**config.mk**
```make
export PLATFORM = sky130hd
export DESIGN_NAME = arcade_input_mapper
export DESIGN_NICKNAME = d
export VERILOG_FILES = /design/src/rtl/arcade_input_mapper.sv
export SDC_FILE = /design/constraint.sdc
export NUM_CORES = 1
export LEC_CHECK = 0
export CAP_MARGIN = 20
export CORE_ASPECT_RATIO = 0.9
export CORE_MARGIN = 1.5
export CORE_UTILIZATION = 35
export DETAILED_ROUTE_END_ITERATION = 8
export PLACE_DENSITY_LB_ADDON = 0.08
export SYNTH_ARGS = -nofsm -noshare
export SYNTH_HDL_FRONTEND = slang
export SYNTH_SLANG_ARGS = --single-unit
```
**constraint.sdc**
```tcl
create_clock -name clk_sys -period 2.41 [get_ports clk_sys]
set_clock_uncertainty 0.2 [all_clocks]
set_input_delay 0.482 -clock clk_sys [delete_from_list [all_inputs] [get_ports clk_sys]]
set_output_delay 0.482 -clock clk_sys [all_outputs]
set_load 0.01 [all_outputs]
```
**src/rtl/arcade_input_mapper.sv**
```systemverilog
// Player input front end: ps2 key state, joystick merge, rotation,
// autofire and stretched coin pulses, registered per player.
module arcade_input_mapper #(
  parameter int          NUM_BUTTONS   = 3,
  parameter logic [15:0] COIN_PULSE    = 16'd50000,
  parameter logic [19:0] AUTOFIRE_DIV  = 20'd200000,
  parameter bit          COIN_ON_START = 1'b1
) (
  input  logic                   clk_sys,
  input  logic                   reset_n,
  input  logic [10:0]            ps2_key,
  input  logic [15:0]            joystick_0,
  input  logic [15:0]            joystick_1,
  input  logic [1:0]             rotate,
  input  logic [NUM_BUTTONS-1:0] autofire_en,
  output logic [3:0]             dir_p1,
  output logic [3:0]             dir_p2,
  output logic [NUM_BUTTONS-1:0] btn_p1,
  output logic [NUM_BUTTONS-1:0] btn_p2,
  output logic [1:0]             start,
  output logic [1:0]             coin
);

  localparam int NB = NUM_BUTTONS;

  logic r_old_toggle;
  logic r_k_up, r_k_dn, r_k_lf, r_k_rt;
  logic r_k_b0a, r_k_b0b, r_k_b1, r_k_b2;
  logic r_k_st1, r_k_st2, r_k_cn1, r_k_cn2;
  logic [19:0] r_af_cnt;
  logic r_af_phase;
  logic [1:0] r_prev_coin, r_prev_start;
  logic [15:0] r_coin_cnt [2];

  logic w_event, w_press;
  logic [9:0] w_kb_btn_ext;
  logic [NB-1:0] w_kb_btn, w_af_mask;
  logic [NB-1:0] w_raw1_btn, w_raw2_btn;
  logic [3:0] w_raw1_dir, w_raw2_dir;
  logic [1:0] w_raw_start, w_raw_coin, w_trig;
  logic w_unused;

  assign w_event = ps2_key[10] != r_old_toggle;
  assign w_press = ps2_key[9];
  assign w_unused = &{1'b0, joystick_0, joystick_1};

  // Held-key state tracks press/release events from the keyboard.
  always_ff @(posedge clk_sys or negedge reset_n) begin
    if (!reset_n) begin
      r_old_toggle <= 1'b0;
      r_k_up  <= 1'b0;
      r_k_dn  <= 1'b0;
      r_k_lf  <= 1'b0;
      r_k_rt  <= 1'b0;
      r_k_b0a <= 1'b0;
      r_k_b0b <= 1'b0;
      r_k_b1  <= 1'b0;
      r_k_b2  <= 1'b0;
      r_k_st1 <= 1'b0;
      r_k_st2 <= 1'b0;
      r_k_cn1 <= 1'b0;
      r_k_cn2 <= 1'b0;
    end else begin
      r_old_toggle <= ps2_key[10];
      if (w_event) begin
        unique case (ps2_key[8:0])
          9'h075, 9'h175: r_k_up  <= w_press;
          9'h072, 9'h172: r_k_dn  <= w_press;
          9'h06B, 9'h16B: r_k_lf  <= w_press;
          9'h074, 9'h174: r_k_rt  <= w_press;
          9'h029:         r_k_b0a <= w_press;
          9'h014:         r_k_b0b <= w_press;
          9'h011:         r_k_b1  <= w_press;
          9'h012:         r_k_b2  <= w_press;
          9'h005:         r_k_st1 <= w_press;
          9'h006:         r_k_st2 <= w_press;
          9'h02E:         r_k_cn1 <= w_press;
          9'h036:         r_k_cn2 <= w_press;
          default: ;
        endcase
      end
    end
  end

  assign w_kb_btn_ext = {7'b0, r_k_b2, r_k_b1, r_k_b0a | r_k_b0b};
  assign w_kb_btn = w_kb_btn_ext[NB-1:0];

  assign w_raw1_dir = {r_k_up | joystick_0[3], r_k_dn | joystick_0[2],
                       r_k_lf | joystick_0[1], r_k_rt | joystick_0[0]};
  assign w_raw2_dir = joystick_1[3:0];
  assign w_raw1_btn = w_kb_btn | joystick_0[4 +: NB];
  assign w_raw2_btn = joystick_1[4 +: NB];
  assign w_raw_start = {r_k_st2 | joystick_1[4+NB], r_k_st1 | joystick_0[4+NB]};
  assign w_raw_coin  = {r_k_cn2 | joystick_1[5+NB], r_k_cn1 | joystick_0[5+NB]};

  assign w_af_mask = ~autofire_en | {NB{r_af_phase}};

  assign w_trig = (w_raw_coin & ~r_prev_coin) |
                  (COIN_ON_START ? (w_raw_start & ~r_prev_start) : 2'b00);

  // {U,D,L,R} raw -> {up,down,left,right} screen orientation.
  function automatic logic [3:0] f_rot(input logic [3:0] d, input logic [1:0] r);
    logic [3:0] o;
    o = d;
    case (r)
      2'd1: o = {d[1], d[0], d[2], d[3]};
      2'd2: o = {d[2], d[3], d[0], d[1]};
      2'd3: o = {d[0], d[1], d[3], d[2]};
      default: o = d;
    endcase
    return o;
  endfunction

  // Free-running autofire divider; phase flips on each wrap.
  always_ff @(posedge clk_sys or negedge reset_n) begin
    if (!reset_n) begin
      r_af_cnt   <= '0;
      r_af_phase <= 1'b1;
    end else if (r_af_cnt == AUTOFIRE_DIV - 20'd1) begin
      r_af_cnt   <= '0;
      r_af_phase <= ~r_af_phase;
    end else begin
      r_af_cnt <= r_af_cnt + 20'd1;
    end
  end

  // Coin stretchers: load on edge when idle, count down otherwise.
  always_ff @(posedge clk_sys or negedge reset_n) begin
    if (!reset_n) begin
      r_prev_coin  <= '0;
      r_prev_start <= '0;
      r_coin_cnt[0] <= '0;
      r_coin_cnt[1] <= '0;
    end else begin
      r_prev_coin  <= w_raw_coin;
      r_prev_start <= w_raw_start;
      for (int p = 0; p < 2; p++) begin
        if (r_coin_cnt[p] == 16'd0) begin
          if (w_trig[p]) r_coin_cnt[p] <= COIN_PULSE;
        end else begin
          r_coin_cnt[p] <= r_coin_cnt[p] - 16'd1;
        end
      end
    end
  end

  assign coin = {r_coin_cnt[1] != 16'd0, r_coin_cnt[0] != 16'd0};

  // Registered control vectors for the game core.
  always_ff @(posedge clk_sys or negedge reset_n) begin
    if (!reset_n) begin
      dir_p1 <= '0;
      dir_p2 <= '0;
      btn_p1 <= '0;
      btn_p2 <= '0;
      start  <= '0;
    end else begin
      dir_p1 <= f_rot(w_raw1_dir, rotate);
      dir_p2 <= f_rot(w_raw2_dir, rotate);
      btn_p1 <= w_raw1_btn & w_af_mask;
      btn_p2 <= w_raw2_btn & w_af_mask;
      start  <= w_raw_start;
    end
  end

endmodule

```
==> flow_summary.html <==
<table>
<tr><th>Metric</th><th>Value</th></tr>
<tr><th colspan="2">Outcome</th></tr>
<tr><td>Status</td><td>finished with violations</td></tr>
<tr><td>Failing checks</td><td>negative setup slack</td></tr>
<tr><th colspan="2">Power and ir drop</th></tr>
<tr><td>Leakage power summed over all cells</td><td>approximately 2.4 nW</td></tr>
<tr><td>Total power density per cell area</td><td>717 nW/um^2</td></tr>
<tr><td>Psw</td><td>1.03 mW</td></tr>
<tr><td>Post-layout power</td><td>about 4.0 mW</td></tr>
<tr><td>Peak VDD IR</td><td>just under 400 uV</td></tr>
<tr><td>Relative contribution of sequential cells to total power</td><td>a little over two fifths</td></tr>
<tr><td>Combinational Power Share</td><td>19.4%</td></tr>
<tr><td>Internal Pwr Total</td><td>2.94 mW</td></tr>
<tr><td>Switching share of power</td><td>25.9%</td></tr>
<tr><td>Share of power burned in the clock network</td><td>38.6%</td></tr>
<tr><th colspan="2">Timing</th></tr>
<tr><td>Shortest clock period the worst path allows after layout</td><td>2570 ps</td></tr>
<tr><td>Final setup slack of the worst path</td><td>-163 ps</td></tr>
<tr><td>Tcrit/Tclk final</td><td>107%</td></tr>
<tr><td>Total negative slack</td><td>-163 ps</td></tr>
<tr><td>Slew HR</td><td>64.0%</td></tr>
<tr><td>Setup repair after global routing missed its margin</td><td>yes</td></tr>
<tr><td>Final Hold Viols</td><td>0</td></tr>
<tr><td>Final worst hold slack</td><td>266 ps</td></tr>
<tr><td>Final Setup Violations</td><td>1</td></tr>
<tr><td>Transition time at the pin with the least slew margin</td><td>approximately 540 ps</td></tr>
<tr><td>Upper clock frequency limit</td><td>between 0.3 and 0.4 GHz</td></tr>
<tr><td>Total count of max-transition violations in the final report</td><td>0</td></tr>
<tr><th colspan="2">Place</th></tr>
<tr><td>Number of port buffers</td><td>53</td></tr>
<tr><td>Number of cells after detailed placement</td><td>618</td></tr>
<tr><td>Post-detail-place hpwl</td><td>6630 um</td></tr>
<tr><td>DP Worst Slack</td><td>-295 ps</td></tr>
<tr><td>Total placed instance area</td><td>slightly above 5000 um^2</td></tr>
<tr><td>Routability-driven placement congestion ratio</td><td>0.781</td></tr>
<tr><th colspan="2">Yosys</th></tr>
<tr><td>Yosys warnings</td><td>0</td></tr>
<tr><td>Number of synthesized flops with an enable pin</td><td>0</td></tr>
<tr><td>Async set or reset register ratio after synthesis</td><td>100%</td></tr>
<tr><td>Predominant post-synthesis flop cell</td><td>dfrtp_1</td></tr>
<tr><td>Distinct cell type count of the synthesized netlist</td><td>50</td></tr>
<tr><td>Syn_nets</td><td>425</td></tr>
<tr><td>Average cell area after synthesis</td><td>11.0 um^2</td></tr>
<tr><td>Cell area after synthesis</td><td>4060 um^2</td></tr>
<tr><td>Count of state elements after synthesis</td><td>84</td></tr>
<tr><td>Count of mapped cells out of synthesis</td><td>370</td></tr>
<tr><td>Portion of the post-synthesis area used by sequential elements</td><td>51.8%</td></tr>
<tr><th colspan="2">Critical path</th></tr>
<tr><td>Setup Crit Path Kind</td><td>flop to output pin</td></tr>
<tr><td>Slowest CP cell</td><td>or4_4</td></tr>
<tr><td>Count of cells along the worst register-to-register path</td><td>5</td></tr>
<tr><td>Reg2Reg Setup Slack</td><td>90 ps</td></tr>
<tr><td>Crit Path Max Fanout</td><td>2</td></tr>
<tr><td>Kind of capture point of the worst setup path</td><td>output pin</td></tr>
<tr><td>Data arrival, critical path</td><td>1890 ps</td></tr>
<tr><td>Reg-to-Reg End</td><td>r_coin_cnt[14]</td></tr>
<tr><td>Crit path required time</td><td>approximately 1700 ps</td></tr>
<tr><td>List of cells traversed by the critical path</td><td>or3_4, or4_4, nor2_4, inv_2, buf_6</td></tr>
<tr><td>Critical register-to-register path startpoint</td><td>r_coin_cnt[4]</td></tr>
<tr><td>Kind of start point of the critical path</td><td>flop</td></tr>
<tr><td>Stage delay of the slowest cell on the critical path</td><td>510 ps</td></tr>
<tr><th colspan="2">Clock tree</th></tr>
<tr><td>Clock-pin slew reported for the worst setup and hold paths after clock tree synthesis</td><td>70 ps</td></tr>
<tr><td>CTS H-tree lvls</td><td>3</td></tr>
<tr><td>Max Buffers Root-to-Sink</td><td>2</td></tr>
<tr><td>Sink Count</td><td>84</td></tr>
<tr><td>Master cell of the clock root buffer</td><td>clkbuf_16</td></tr>
<tr><td>CTS tree</td><td>yes</td></tr>
<tr><td>Source-to-sink clock delay at the later pin of the worst-skew pair</td><td>340 ps</td></tr>
<tr><td>CTS buffer count</td><td>9</td></tr>
<tr><th colspan="2">Drt</th></tr>
<tr><td>Number of nets with antenna violations after detailed routing</td><td>0</td></tr>
<tr><td>1st-pass router iterations</td><td>4</td></tr>
<tr><td>Detailed Route WL</td><td>9110 um</td></tr>
<tr><td>Routed via count divided by cell count</td><td>4.92</td></tr>
<tr><td>Final routed DRC violation total</td><td>0</td></tr>
<tr><td>First-iteration detailed-routing DRC count</td><td>135</td></tr>
<tr><td>Detail-routed net length per standard cell</td><td>14.3 um</td></tr>
<tr><td>Vias post-DR</td><td>3137</td></tr>
<tr><th colspan="2">Global routing</th></tr>
<tr><td>Vias in the first global route</td><td>between 3000 and 4000</td></tr>
<tr><td>Pin count of the biggest net entering global routing</td><td>37</td></tr>
<tr><td>Initial antenna violation count</td><td>0</td></tr>
<tr><td>Wire length of the first global-routing pass</td><td>between 15000 and 20000 um</td></tr>
<tr><td>Residual overflow from global routing</td><td>0</td></tr>
<tr><td>GRT Resource Usage Total</td><td>16.6%</td></tr>
<tr><th colspan="2">Floorplanning</th></tr>
<tr><td>Top-level I/O count</td><td>68</td></tr>
<tr><td>Starting utilization of the core area</td><td>a little over a third</td></tr>
<tr><td>Horizontal die dimension</td><td>116 um</td></tr>
<tr><td>Vertical extent of the die</td><td>105 um</td></tr>
<tr><td>Row count</td><td>37</td></tr>
<tr><td>Core outline area</td><td>around 11000 um^2</td></tr>
<tr><td>Die area</td><td>12200 um^2</td></tr>
<tr><th colspan="2">Final layout</th></tr>
<tr><td>Syn-to-layout area delta</td><td>36.4%</td></tr>
<tr><td>Layout Cell Area excl Fill</td><td>5530 um^2</td></tr>
<tr><td>Number of inserted diodes</td><td>0</td></tr>
<tr><td>Area used by multi-input combinational logic</td><td>slightly below 2000 um^2</td></tr>
<tr><td>Seq. cell area</td><td>2100 um^2</td></tr>
<tr><td>End-of-flow core utilization</td><td>a little under 50%</td></tr>
<tr><td>Number of fill cells in the layout</td><td>approximately 1100</td></tr>
<tr><td>Post-layout instance count excluding filler cells</td><td>~640</td></tr>
<tr><td>Final-stage net count</td><td>531</td></tr>
<tr><td>Leading cell type in the layout, fill and taps excluded</td><td>dfrtp_1</td></tr>
<tr><td>Layout cell share with drive strength beyond 1</td><td>22.9%</td></tr>
<tr><td>Most frequent cells in the layout</td><td>dfrtp_1, clkdlybuf4s50_1, buf_4</td></tr>
<tr><th colspan="2">Hold path</th></tr>
<tr><td>Endpoint of the worst hold-timing path</td><td>r_prev_coin[1]</td></tr>
<tr><td>Path type of the worst min-delay path</td><td>flop to flop</td></tr>
<tr><td>Hold Crit Start</td><td>r_k_cn2</td></tr>
<tr><td>Cell depth of the worst hold path</td><td>2</td></tr>
<tr><th colspan="2">Flow run</th></tr>
<tr><td>Max-capacitance violation count</td><td>0</td></tr>
</table>
[flip-flops by register name (all words and copies together), names as in the netlist, 2 cells and up]
signal	count
btn_p1	3
btn_p2	3
dir_p1	4
dir_p2	4
r_af_cnt	20
r_coin_cnt	32
r_prev_coin	2
start	2
[area by class of cell]
cell class / count / area share [%]
clock buffer: 10 / 4.32
multi-input combinational: 264 / 35.0
clock inverter: 6 / 1.70
timing repair buffer: 103 / 16.5
inverter: 14 / 0.950
tap: 156 / 3.53
sequential: 84 / 38.0
[Yosys cell counts, types with 2 or more instances]
| library cell | instances | area (um^2) |
|---|---|---|
| a211oi_1 | 6 | 45.0 |
| a21boi_0 | 3 | 22.5 |
| a21o_1 | 3 | 22.5 |
| a21oi_1 | 18 | 90.1 |
| a31oi_1 | 5 | 31.3 |
| and2_1 | 3 | 18.8 |
| and3_1 | 4 | 25.0 |
| and4_1 | 4 | 35.0 |
| clkbuf_1 | 6 | 22.5 |
| dfrtp_1 | 83 | 2080 |
| ha_1 | 5 | 62.6 |
| inv_1 | 14 | 52.6 |
| mux2_2 | 17 | 191 |
| mux2i_1 | 5 | 50.1 |
| mux4_2 | 4 | 90.1 |
| nand2_1 | 17 | 63.8 |
| nand2b_1 | 5 | 31.3 |
| nand3_1 | 14 | 70.1 |
| nand3b_1 | 3 | 22.5 |
| nand4_1 | 8 | 50.1 |
| nand4b_1 | 4 | 35.0 |
| nor2_1 | 35 | 131 |
| nor2b_1 | 2 | 12.5 |
| nor3_1 | 21 | 105 |
| nor3b_1 | 2 | 15.0 |
| nor4_1 | 8 | 50.1 |
| nor4b_1 | 7 | 61.3 |
| o21ai_0 | 7 | 35.0 |
| o22ai_1 | 2 | 12.5 |
| or3_1 | 4 | 25.0 |
| or4_4 | 2 | 22.5 |
| xnor2_1 | 18 | 158 |
| xor2_1 | 14 | 123 |
[power by group through the flow]
stage / logic, mW / clock network (mW) / registers, mW
final: 0.772 / 1.53 / 1.67
after global routing: 0.854 / 1.64 / 1.69
after detailed placement: 0.729 / 0 / 1.69
after CTS: 0.748 / 1.59 / 1.66
after floorplan: 0.304 / 0 / 1.72
after global placement: 0.728 / 0 / 1.68
[worst max path at each step]
stage | start | slack [ps] | cells after the start | to
global route | r_coin_cnt[4] | -220 | 5 | coin[1]
global placement | ps2_key[6] | -290 | 5 | r_k_st1
floorplan | r_coin_cnt[3] | 90 | 5 | coin[1]
CTS | r_coin_cnt[8] | -220 | 5 | coin[1]
finish | r_coin_cnt[4] | -160 | 5 | coin[1]
detailed placement | ps2_key[6] | -300 | 5 | r_k_st2
[metal layers]
metal | share of wire (%) | vias up | global-route usage, %
met5 | 0 | - | 0
met4 | 1.3 | 0 | 5.23
met3 | 4.3 | 7 | 5.34
met2 | 47 | 51 | 26.0
met1 | 47 | 1512 | 21.8
li1 | - | 1567 | -
[kinds of logic after synthesis]
logic type | synth area share, %
xor gates and xnor gates | 6.91
DFF | 51.8
buffers and inverters | 2.25
adders and majority gates | 1.54
AOI/OAI and AO/OA | 8.17
and+or+nand+nor | 21.1
muxes | 8.17
[critical path, delay by kind of cell (launching register included)]
kind | cells | cell delay [ps]
buf+inv | 2 | 160
flops | 1 | 380
simple gates | 3 | 1010
[what timing repair did]
action / 4_1_cts / 5_1_grt
setup endpoints to repair: 2 / 7
setup buffers: 1 / 3
hold buffers: 1 / 0
resized for setup: 17 / 9
hold endpoints to repair: 33 / 0
gates cloned: 0 / 0
pin swaps: 4 / 4
No activity file was read; power rests on OpenSTA's default activity.
